File: src/rtl/muldiv_iter.sv
// muldiv_iter: iterative RV32M/RV64M multiply/divide unit.
//
// Multiply and divide share one shift register pair (hi/lo) and one
// operand register (b). Multiply runs an unsigned shift-add on operand
// magnitudes. Divide runs an unsigned restoring division on operand
// magnitudes. The sign is restored in a single fixup cycle.
//
// Ports
//   clk     : clock, rising edge
//   reset   : synchronous active-high reset
//   start   : request; accepted only when idle and flush is low
//   flush   : pipeline kill; aborts any operation in progress
//   select  : funct3 opcode (MUL, MULH, MULHSU, MULHU, DIV, DIVU, REM, REMU)
//   data1   : rs1 (multiplicand / dividend)
//   data2   : rs2 (multiplier / divisor)
//   result  : registered result; held until the next operation completes
//   busy    : high from the cycle after acceptance through the done cycle
//   done    : one-cycle pulse; result is valid in that cycle
module muldiv_iter #(
  parameter int XLEN   = 32,
  parameter int UNROLL = 1
) (
  input  logic            clk,
  input  logic            reset,
  input  logic            start,
  input  logic            flush,
  input  logic [2:0]      select,
  input  logic [XLEN-1:0] data1,
  input  logic [XLEN-1:0] data2,
  output logic [XLEN-1:0] result,
  output logic            busy,
  output logic            done
);

  localparam int ITERS = XLEN / UNROLL;
  localparam int CW    = $clog2(ITERS) + 1;
  localparam logic [XLEN-1:0] MIN_INT = {1'b1, {(XLEN-1){1'b0}}};

  typedef enum logic [1:0] {IDLE, CALC, FIXUP, FIN} state_t;

  state_t          state_reg;
  logic [CW-1:0]   cnt_reg;
  logic            load_reg;   // first CALC cycle converts operands to magnitudes
  logic            spec_reg;   // special-case result already sits in lo_reg
  logic            neg_reg;    // negate the selected result in FIXUP
  logic            div_reg;
  logic            sa_reg;
  logic            sb_reg;
  logic [2:0]      op_reg;
  logic [XLEN-1:0] hi_reg;
  logic [XLEN-1:0] lo_reg;
  logic [XLEN-1:0] b_reg;
  logic [XLEN-1:0] result_reg;
  logic            busy_reg;
  logic            done_reg;

  assign result = result_reg;
  assign busy   = busy_reg;
  assign done   = done_reg;

  // ------------------------------------------------------------------
  // Request decode (evaluated on the raw inputs at acceptance)
  // ------------------------------------------------------------------
  logic            is_div;
  logic            a_signed;
  logic            b_signed;
  logic            sa_in;
  logic            sb_in;
  logic            neg_in;
  logic            div_zero;
  logic            div_ovf;
  logic [XLEN-1:0] spec_val;

  always_comb begin
    is_div   = select[2];
    // Signed divide ops have select[0]=0; MULH signs both, MULHSU only rs1.
    a_signed = is_div ? ~select[0] : (select == 3'b001 || select == 3'b010);
    b_signed = is_div ? ~select[0] : (select == 3'b001);
    sa_in    = a_signed & data1[XLEN-1];
    sb_in    = b_signed & data2[XLEN-1];
    // Remainder follows the dividend's sign; product and quotient follow
    // the xor of both signs.
    neg_in   = (is_div && select[1]) ? sa_in : (sa_in ^ sb_in);
    div_zero = is_div && (data2 == '0);
    div_ovf  = is_div && !select[0] && (data1 == MIN_INT) && (data2 == '1);
    if (div_zero) begin
      spec_val = select[1] ? data1 : '1;
    end else begin
      spec_val = select[1] ? '0 : MIN_INT;
    end
  end

  // ------------------------------------------------------------------
  // One CALC iteration: UNROLL chained single-bit steps
  // ------------------------------------------------------------------
  logic [XLEN-1:0] hi_next;
  logic [XLEN-1:0] lo_next;
  logic [XLEN:0]   sum;
  logic [XLEN:0]   shl;
  logic [XLEN-1:0] diff;
  logic            ge;

  always_comb begin
    hi_next = hi_reg;
    lo_next = lo_reg;
    sum     = '0;
    shl     = '0;
    diff    = '0;
    ge      = 1'b0;
    for (int i = 0; i < UNROLL; i++) begin
      if (div_reg) begin
        // Partial remainder is always below the divisor, so the shifted
        // value fits in XLEN+1 bits and the accepted difference in XLEN.
        shl  = {hi_next, lo_next[XLEN-1]};
        ge   = shl >= {1'b0, b_reg};
        diff = shl[XLEN-1:0] - b_reg;
        hi_next = ge ? diff : shl[XLEN-1:0];
        lo_next = {lo_next[XLEN-2:0], ge};
      end else begin
        // Add the multiplicand when the multiplier LSB is set, then shift
        // the whole 2*XLEN product right by one.
        sum     = {1'b0, hi_next} + (lo_next[0] ? {1'b0, b_reg} : '0);
        hi_next = sum[XLEN:1];
        lo_next = {sum[0], lo_next[XLEN-1:1]};
      end
    end
  end

  // ------------------------------------------------------------------
  // Sign fixup and result selection
  // ------------------------------------------------------------------
  logic [2*XLEN-1:0] prod;
  logic [2*XLEN-1:0] prod_fix;
  logic [XLEN-1:0]   quo_fix;
  logic [XLEN-1:0]   rem_fix;
  logic [XLEN-1:0]   fix_val;

  always_comb begin
    prod     = {hi_reg, lo_reg};
    prod_fix = neg_reg ? -prod : prod;
    quo_fix  = neg_reg ? -lo_reg : lo_reg;
    rem_fix  = neg_reg ? -hi_reg : hi_reg;
    fix_val  = '0;
    if (spec_reg) begin
      fix_val = lo_reg;
    end else begin
      case (op_reg)
        3'b000:                   fix_val = prod_fix[XLEN-1:0];
        3'b001, 3'b010, 3'b011:   fix_val = prod_fix[2*XLEN-1:XLEN];
        3'b100, 3'b101:           fix_val = quo_fix;
        default:                  fix_val = rem_fix;
      endcase
    end
  end

  // ------------------------------------------------------------------
  // Control FSM and datapath registers
  // ------------------------------------------------------------------
  always_ff @(posedge clk) begin
    if (reset) begin
      state_reg  <= IDLE;
      cnt_reg    <= '0;
      load_reg   <= 1'b0;
      spec_reg   <= 1'b0;
      neg_reg    <= 1'b0;
      div_reg    <= 1'b0;
      sa_reg     <= 1'b0;
      sb_reg     <= 1'b0;
      op_reg     <= '0;
      hi_reg     <= '0;
      lo_reg     <= '0;
      b_reg      <= '0;
      result_reg <= '0;
      busy_reg   <= 1'b0;
      done_reg   <= 1'b0;
    end else if (state_reg != IDLE && flush) begin
      // Abort: no done pulse, result keeps its previous value.
      state_reg <= IDLE;
      load_reg  <= 1'b0;
      busy_reg  <= 1'b0;
      done_reg  <= 1'b0;
    end else begin
      case (state_reg)
        IDLE: begin
          if (start && !flush) begin
            op_reg   <= select;
            div_reg  <= is_div;
            sa_reg   <= sa_in;
            sb_reg   <= sb_in;
            neg_reg  <= neg_in;
            b_reg    <= data2;
            busy_reg <= 1'b1;
            if (div_zero || div_ovf) begin
              // Result is known now; skip the iterations entirely.
              spec_reg  <= 1'b1;
              lo_reg    <= spec_val;
              state_reg <= FIXUP;
            end else begin
              spec_reg  <= 1'b0;
              lo_reg    <= data1;
              load_reg  <= 1'b1;
              state_reg <= CALC;
            end
          end
        end
        CALC: begin
          if (load_reg) begin
            // Negation kept off the acceptance path: take magnitudes here.
            load_reg <= 1'b0;
            hi_reg   <= '0;
            lo_reg   <= sa_reg ? -lo_reg : lo_reg;
            b_reg    <= sb_reg ? -b_reg : b_reg;
            cnt_reg  <= CW'(ITERS - 1);
          end else begin
            hi_reg  <= hi_next;
            lo_reg  <= lo_next;
            cnt_reg <= cnt_reg - 1'b1;
            if (cnt_reg == '0) begin
              state_reg <= FIXUP;
            end
          end
        end
        FIXUP: begin
          result_reg <= fix_val;
          done_reg   <= 1'b1;
          state_reg  <= FIN;
        end
        default: begin
          // FIN: the done cycle; a start here is ignored.
          done_reg  <= 1'b0;
          busy_reg  <= 1'b0;
          state_reg <= IDLE;
        end
      endcase
    end
  end

endmodule

File: config.mk
export PLATFORM = sky130hd
export DESIGN_NAME = muldiv_iter
export DESIGN_NICKNAME = d
export VERILOG_FILES = /design/src/rtl/muldiv_iter.sv
export SDC_FILE = /design/constraint.sdc
export NUM_CORES = 1
export LEC_CHECK = 0
export ABC_AREA = 1
export CORE_AREA = 2 2 239 241
export CTS_CLUSTER_SIZE = 40
export DETAILED_ROUTE_END_ITERATION = 10
export DIE_AREA = 0 0 241 243
export PLACE_DENSITY = 0.55
export SETUP_SLACK_MARGIN = 0.02
export SKIP_LAST_GASP = 1
export SYNTH_ARGS = -nofsm -noshare
export SYNTH_HDL_FRONTEND = slang
export SYNTH_SLANG_ARGS = --single-unit
File: constraint.sdc
create_clock -name clk -period 3.3 [get_ports clk]
set_input_delay 0.825 -clock clk [delete_from_list [all_inputs] [get_ports clk]]
set_output_delay 0.825 -clock clk [all_outputs]
set_load 0.02 [all_outputs]
Word level (Yosys, flattened, before mapping) --
Cells that the tools add are included.
Storage, ports and cells: register bits after elaboration 147, bits in latches 0, memory bits (writable) 0, memory bits (read-only) 0, word-level logic and storage cells 115, memories 0
Operators by class: $add $sub $neg 7, $mul 0, div/mod/pow operators 0, $lt $le $gt $ge 1, equality and inequality tests 18, shifts and indexed selects 0, muxes and demuxes 38, bitwise gates (word level) 6, reductions and logical operators 30
Operators with widths (number):
- $mux 32 | 18
- $pmux 32 s2 | 2
- $neg 32->32 | 3
- $pmux 32 s3 | 1
- $eq 32x32->1 const B | 2
- $mux 64 | 1
- $neg 64->64 | 1
- $add 32x32->33 | 1
- $ge 33x32->1 | 1
- $logic_not 32->1 | 1
- $sub 32x32->32 | 1
- $ne 2x2->1 const B | 6
- $eq 3x2->1 const B | 3
- $reduce_and 3->1 | 3
- $mux 2 | 4
- $reduce_or 2->1 | 4
- $logic_and 1x1->1 | 7
- $mux 1 | 7
- $eq 3x1->1 const B | 2
- $eq 3x3->1 const B | 2
- $logic_not 6->1 | 1
- $mux 6 | 1
- $pmux 1 s2 | 3
- $pmux 2 s3 | 1
- 16 further kinds | 24

Logic depth before layout (Yosys ltp) --
depth after elaboration 8, mapped depth 22, depth with buffers taken out 20

Worst setup path before layout --
Ideal clock, no wire load.
path type flip-flop to flip-flop, start register lo_reg[0], end register hi_reg[31], setup time 0.070 ns, arrival time 2.429 ns, setup slack 0.800 ns, cell stages (with the launch flop) 23, path buffers 2, clock period less this slack 2.500 ns, path through dfxtp_1 buf_6 clkbuf_1 nand2_1 inv_1 ha_1 inv_1 fa_1 inv_1 nand3_1 nand2_1 nand2_1 nand2_1 nand3_1 nand2_1 nand2_1 nand2_1 nand2_1 nand3_1 nand2_1 inv_1 nand2_1 a21oi_1
Between the ends: word-level cells in the longest chain between the ends 4
Ends and longest elaborated chain:
- start, declared | line 51 | logic [XLEN-1:0] lo_reg;
- start signal, assigned | line 196 | lo_reg <= spec_val;
- start signal, assigned | line 200 | lo_reg <= data1;
- start signal, assigned | line 211 | lo_reg <= sa_reg ? -lo_reg : lo_reg;
- $mux 32 | line 122 | sum = {1'b0, hi_next} + (lo_next[0] ? {1'b0, b_reg} : '0);
- $add 32x32->33 | line 122
- $mux 32 | line 111 | if (div_reg) begin
- $mux 32 | line 207 | if (load_reg) begin
- end signal, assigned | line 215 | hi_reg <= hi_next;
- end, declared | line 50 | logic [XLEN-1:0] hi_reg;
No other way between the ends. A chain may end at the register's enable or synchronous reset.

Final worst setup path --
start register lo_reg[0], end register hi_reg[25]
The elaborated chain is that of the path after synthesis.

==> results.toml <==
[synth]
synth_flop_cell = "dfxtp_1"
async_reset_ff_frac = 0
synth_fp_nets = 3147
seq_area_frac_synth = 0.175
syn_inst = 3001
syn-cell-area_um2 = 16700
synth.area.mux_share = 0
synth_top_family_by_area = "simple AND/OR/NAND/NOR gates"
synth_area_leaders = "nand2_1, dfxtp_1, inv_1"
synth.most_common_cell = "nand2_1"
synth-compound-area-share = 0.186
synth-seq-cells = 146
yosys-top-cells-count = "nand2_1, inv_1, nor2_1, a21oi_1, nand3_1"
ys_types = 54
yosysTopAreaCell = "nand2_1"
synthSimpleGateAreaFrac = 0.428
synth_xor_area_frac = 0.0368
synth.top_cell.area_share = 0.188
syn_area_per_cell_um2 = 5.55
yosysWarnings = 0
synth_edf_count = 0
synth_fa_ha_area_frac = 0.0572

[grt]
grt_usage = 0.267
grt_max_degree = 87
grt_first_pass_wirelength_um = 117000
overflow = 0
antenna_found_initial = 0
grt_pass1_vias = 18700

[hold_path]
hp-class = "flip-flop to flip-flop"

[worst_setup_path]
cp-start-kind = "flip-flop"
cp_slowest_cell = "dfxtp_1"
path_max_fanout = 4
setup.worst_path.end_class = "flip-flop"
worstPathCellList = "nand2_1 > inv_1 > ha_1 > inv_1 > fa_1 > inv_1 > nand3_1 > nand2_1 > nand2_1 > nand2_1 > nand3_1 > nand2_1 > nand2_1 > nand3_1 > nand3_1 > nand3_1 > a21oi_1"
path_class = "flip-flop to flip-flop"
cpMostUsedCell = "nand2_1"
worst_ep_required_time_ps = 3660
arrival_ps = 3280
cpPeakStageDelay_ps = 490

[sta]
timing.fmax_ghz = 0.342
skew_ps = 19.9
worst_slew_pin_slew_ps = 1130
finalHoldViolCount = 0
finalCriticalPeriod_ps = 2920
final.period_utilization = 0.886
timing.hold.ws_ps = 458
rsz0062_at_grt = "false"
slew_headroom = 0.246
final_max_slew_viol_count = 0
setup_viol = 0

[power]
power.leakage_nw = 9.23
irDropWorstVdd_mv = 0.671
report.power.total_mw = 17.6
powerDensity_nw_per_um2 = 903

[clock_tree]
cts_buffer_depth = 2
cts_tree = "built"
numCtsBuffers = 17
postCtsSetupBuffers = 0
cts_resized = 0
path_clk_slew_ps = 70
cts.sinks = 146
worstSkewPairLatency_ps = 500
htreeDepth = 4
holdBufCountCts = 0
cts_root_buf = "clkbuf_16"

[die]
die_w_um = 241
rows = 87
ios = 105
fp.dieArea_um2 = 58600
core_um2 = 56000
initial_core_util = 0.298
die_h_um = 243

[place]
portBuffers = 104
gp_congestion = 0.999
hpwlAfterDp_um = 64000

[final_layout]
fin_nets = 3250
drive_gt1_frac = 0.0606
syn_to_final_growth_pct = 16.8
diodes = 0

[routing]
drtIter0Drc = 2441
drc = 0
via_count = 20600
dr.pass1.iters = 6
viasPerCell = 5.31
finalWirelength_um = 79000
wl_per_cell_um = 20.4
antenna_left = 0

[run]
cap_violations = 0

[run_status]
status = "complete, no violations"
-- layout make-up --
cell class | instances | area, um^2
clock buffer | 18 | 429
clock inverter | 14 | 154
fill | 6457 | 36500
inverter | 389 | 1460
multi-input combinational | 2363 | 11800
sequential | 146 | 2930
tap | 756 | 946
timing repair buffer | 187 | 1720
-- worst paths after layout --
check                  start    endpoint  slack, ps  cells after the start
setup / recovery   lo_reg[0]  hi_reg[25]        380                     17
setup reg to reg   lo_reg[0]  hi_reg[25]        380                     17
hold / removal    cnt_reg[0]  cnt_reg[0]        460                      1
hold reg to reg   cnt_reg[0]  cnt_reg[0]        460                      1
-- power breakdown --
group	internal (mW)	total [mW]	switching (mW)
sequential	2.25	2.81	0.566
combinational	3.83	12.7	8.90
clock	1.12	2.03	0.911
total	7.19	17.6	10.4
-- per-layer routing --
metal | part of all wire | global-route usage | vias up
met5 | 0.0011 | 0.0109 | -
li1 | - | - | 10100
met3 | 0.099 | 0.0651 | 103
met1 | 0.46 | 0.385 | 9447
met4 | 0.026 | 0.0773 | 2
met2 | 0.42 | 0.387 | 943
-- cells in the final DEF, fill, tap and decap left out, drive strengths merged, types with 2 or more instances in the layout --
| master | n |
|---|---|
| nand2 | 846 |
| inv | 387 |
| nor2 | 347 |
| nand3 | 281 |
| a21oi | 278 |
| o21ai | 227 |
| dfxtp | 146 |
| clkdlybuf4s50 | 103 |
| buf | 84 |
| ha | 73 |
| nand4 | 67 |
| xor2 | 54 |
| nand3b | 33 |
| nor3 | 31 |
| a31oi | 20 |
| clkbuf | 18 |
| nor4 | 17 |
| xnor2 | 16 |
| o211ai | 15 |
| o22ai | 11 |
| or2 | 11 |
| clkinv | 11 |
| a221oi | 9 |
| o21bai | 7 |
| a21o | 4 |
| and3 | 3 |
| clkinvlp | 3 |
| a21boi | 2 |
| o21a | 2 |
| and2 | 2 |
| fa | 2 |
| bufinv | 2 |
| o221ai | 2 |
-- cells by family after synthesis --
group	count (synthesis)
simple gates	1638
buf+inv	492
compound gates	580
flops	146
xor+xnor	70
fa+ha+maj	75
-- stage by stage --
step / utilization / instance area, um^2 / setup TNS (ps) / cells / setup slack, ps
finish: 0.348 / 19500 / 0 / 3873 / 378
CTS: 0.348 / 19500 / 0 / 3873 / 419
detailed placement: 0.337 / 18900 / -7.96 / 3841 / -3.99
global route: 0.348 / 19500 / 0 / 3873 / 111
global placement: 0.337 / 18900 / 0 / 3841 / 41.8
floorplan: - / 16700 / 0 / 3001 / 800
-- worst max-delay path, delay by kind of cell, from the launching register on --
kind	cells	cell delay [ps]
simple gates	11	1170
buf+inv	3	290
flops	1	490
fa+ha+maj	2	770
compound gates	1	60
Note: power is estimated with default switching activity, not from simulation.
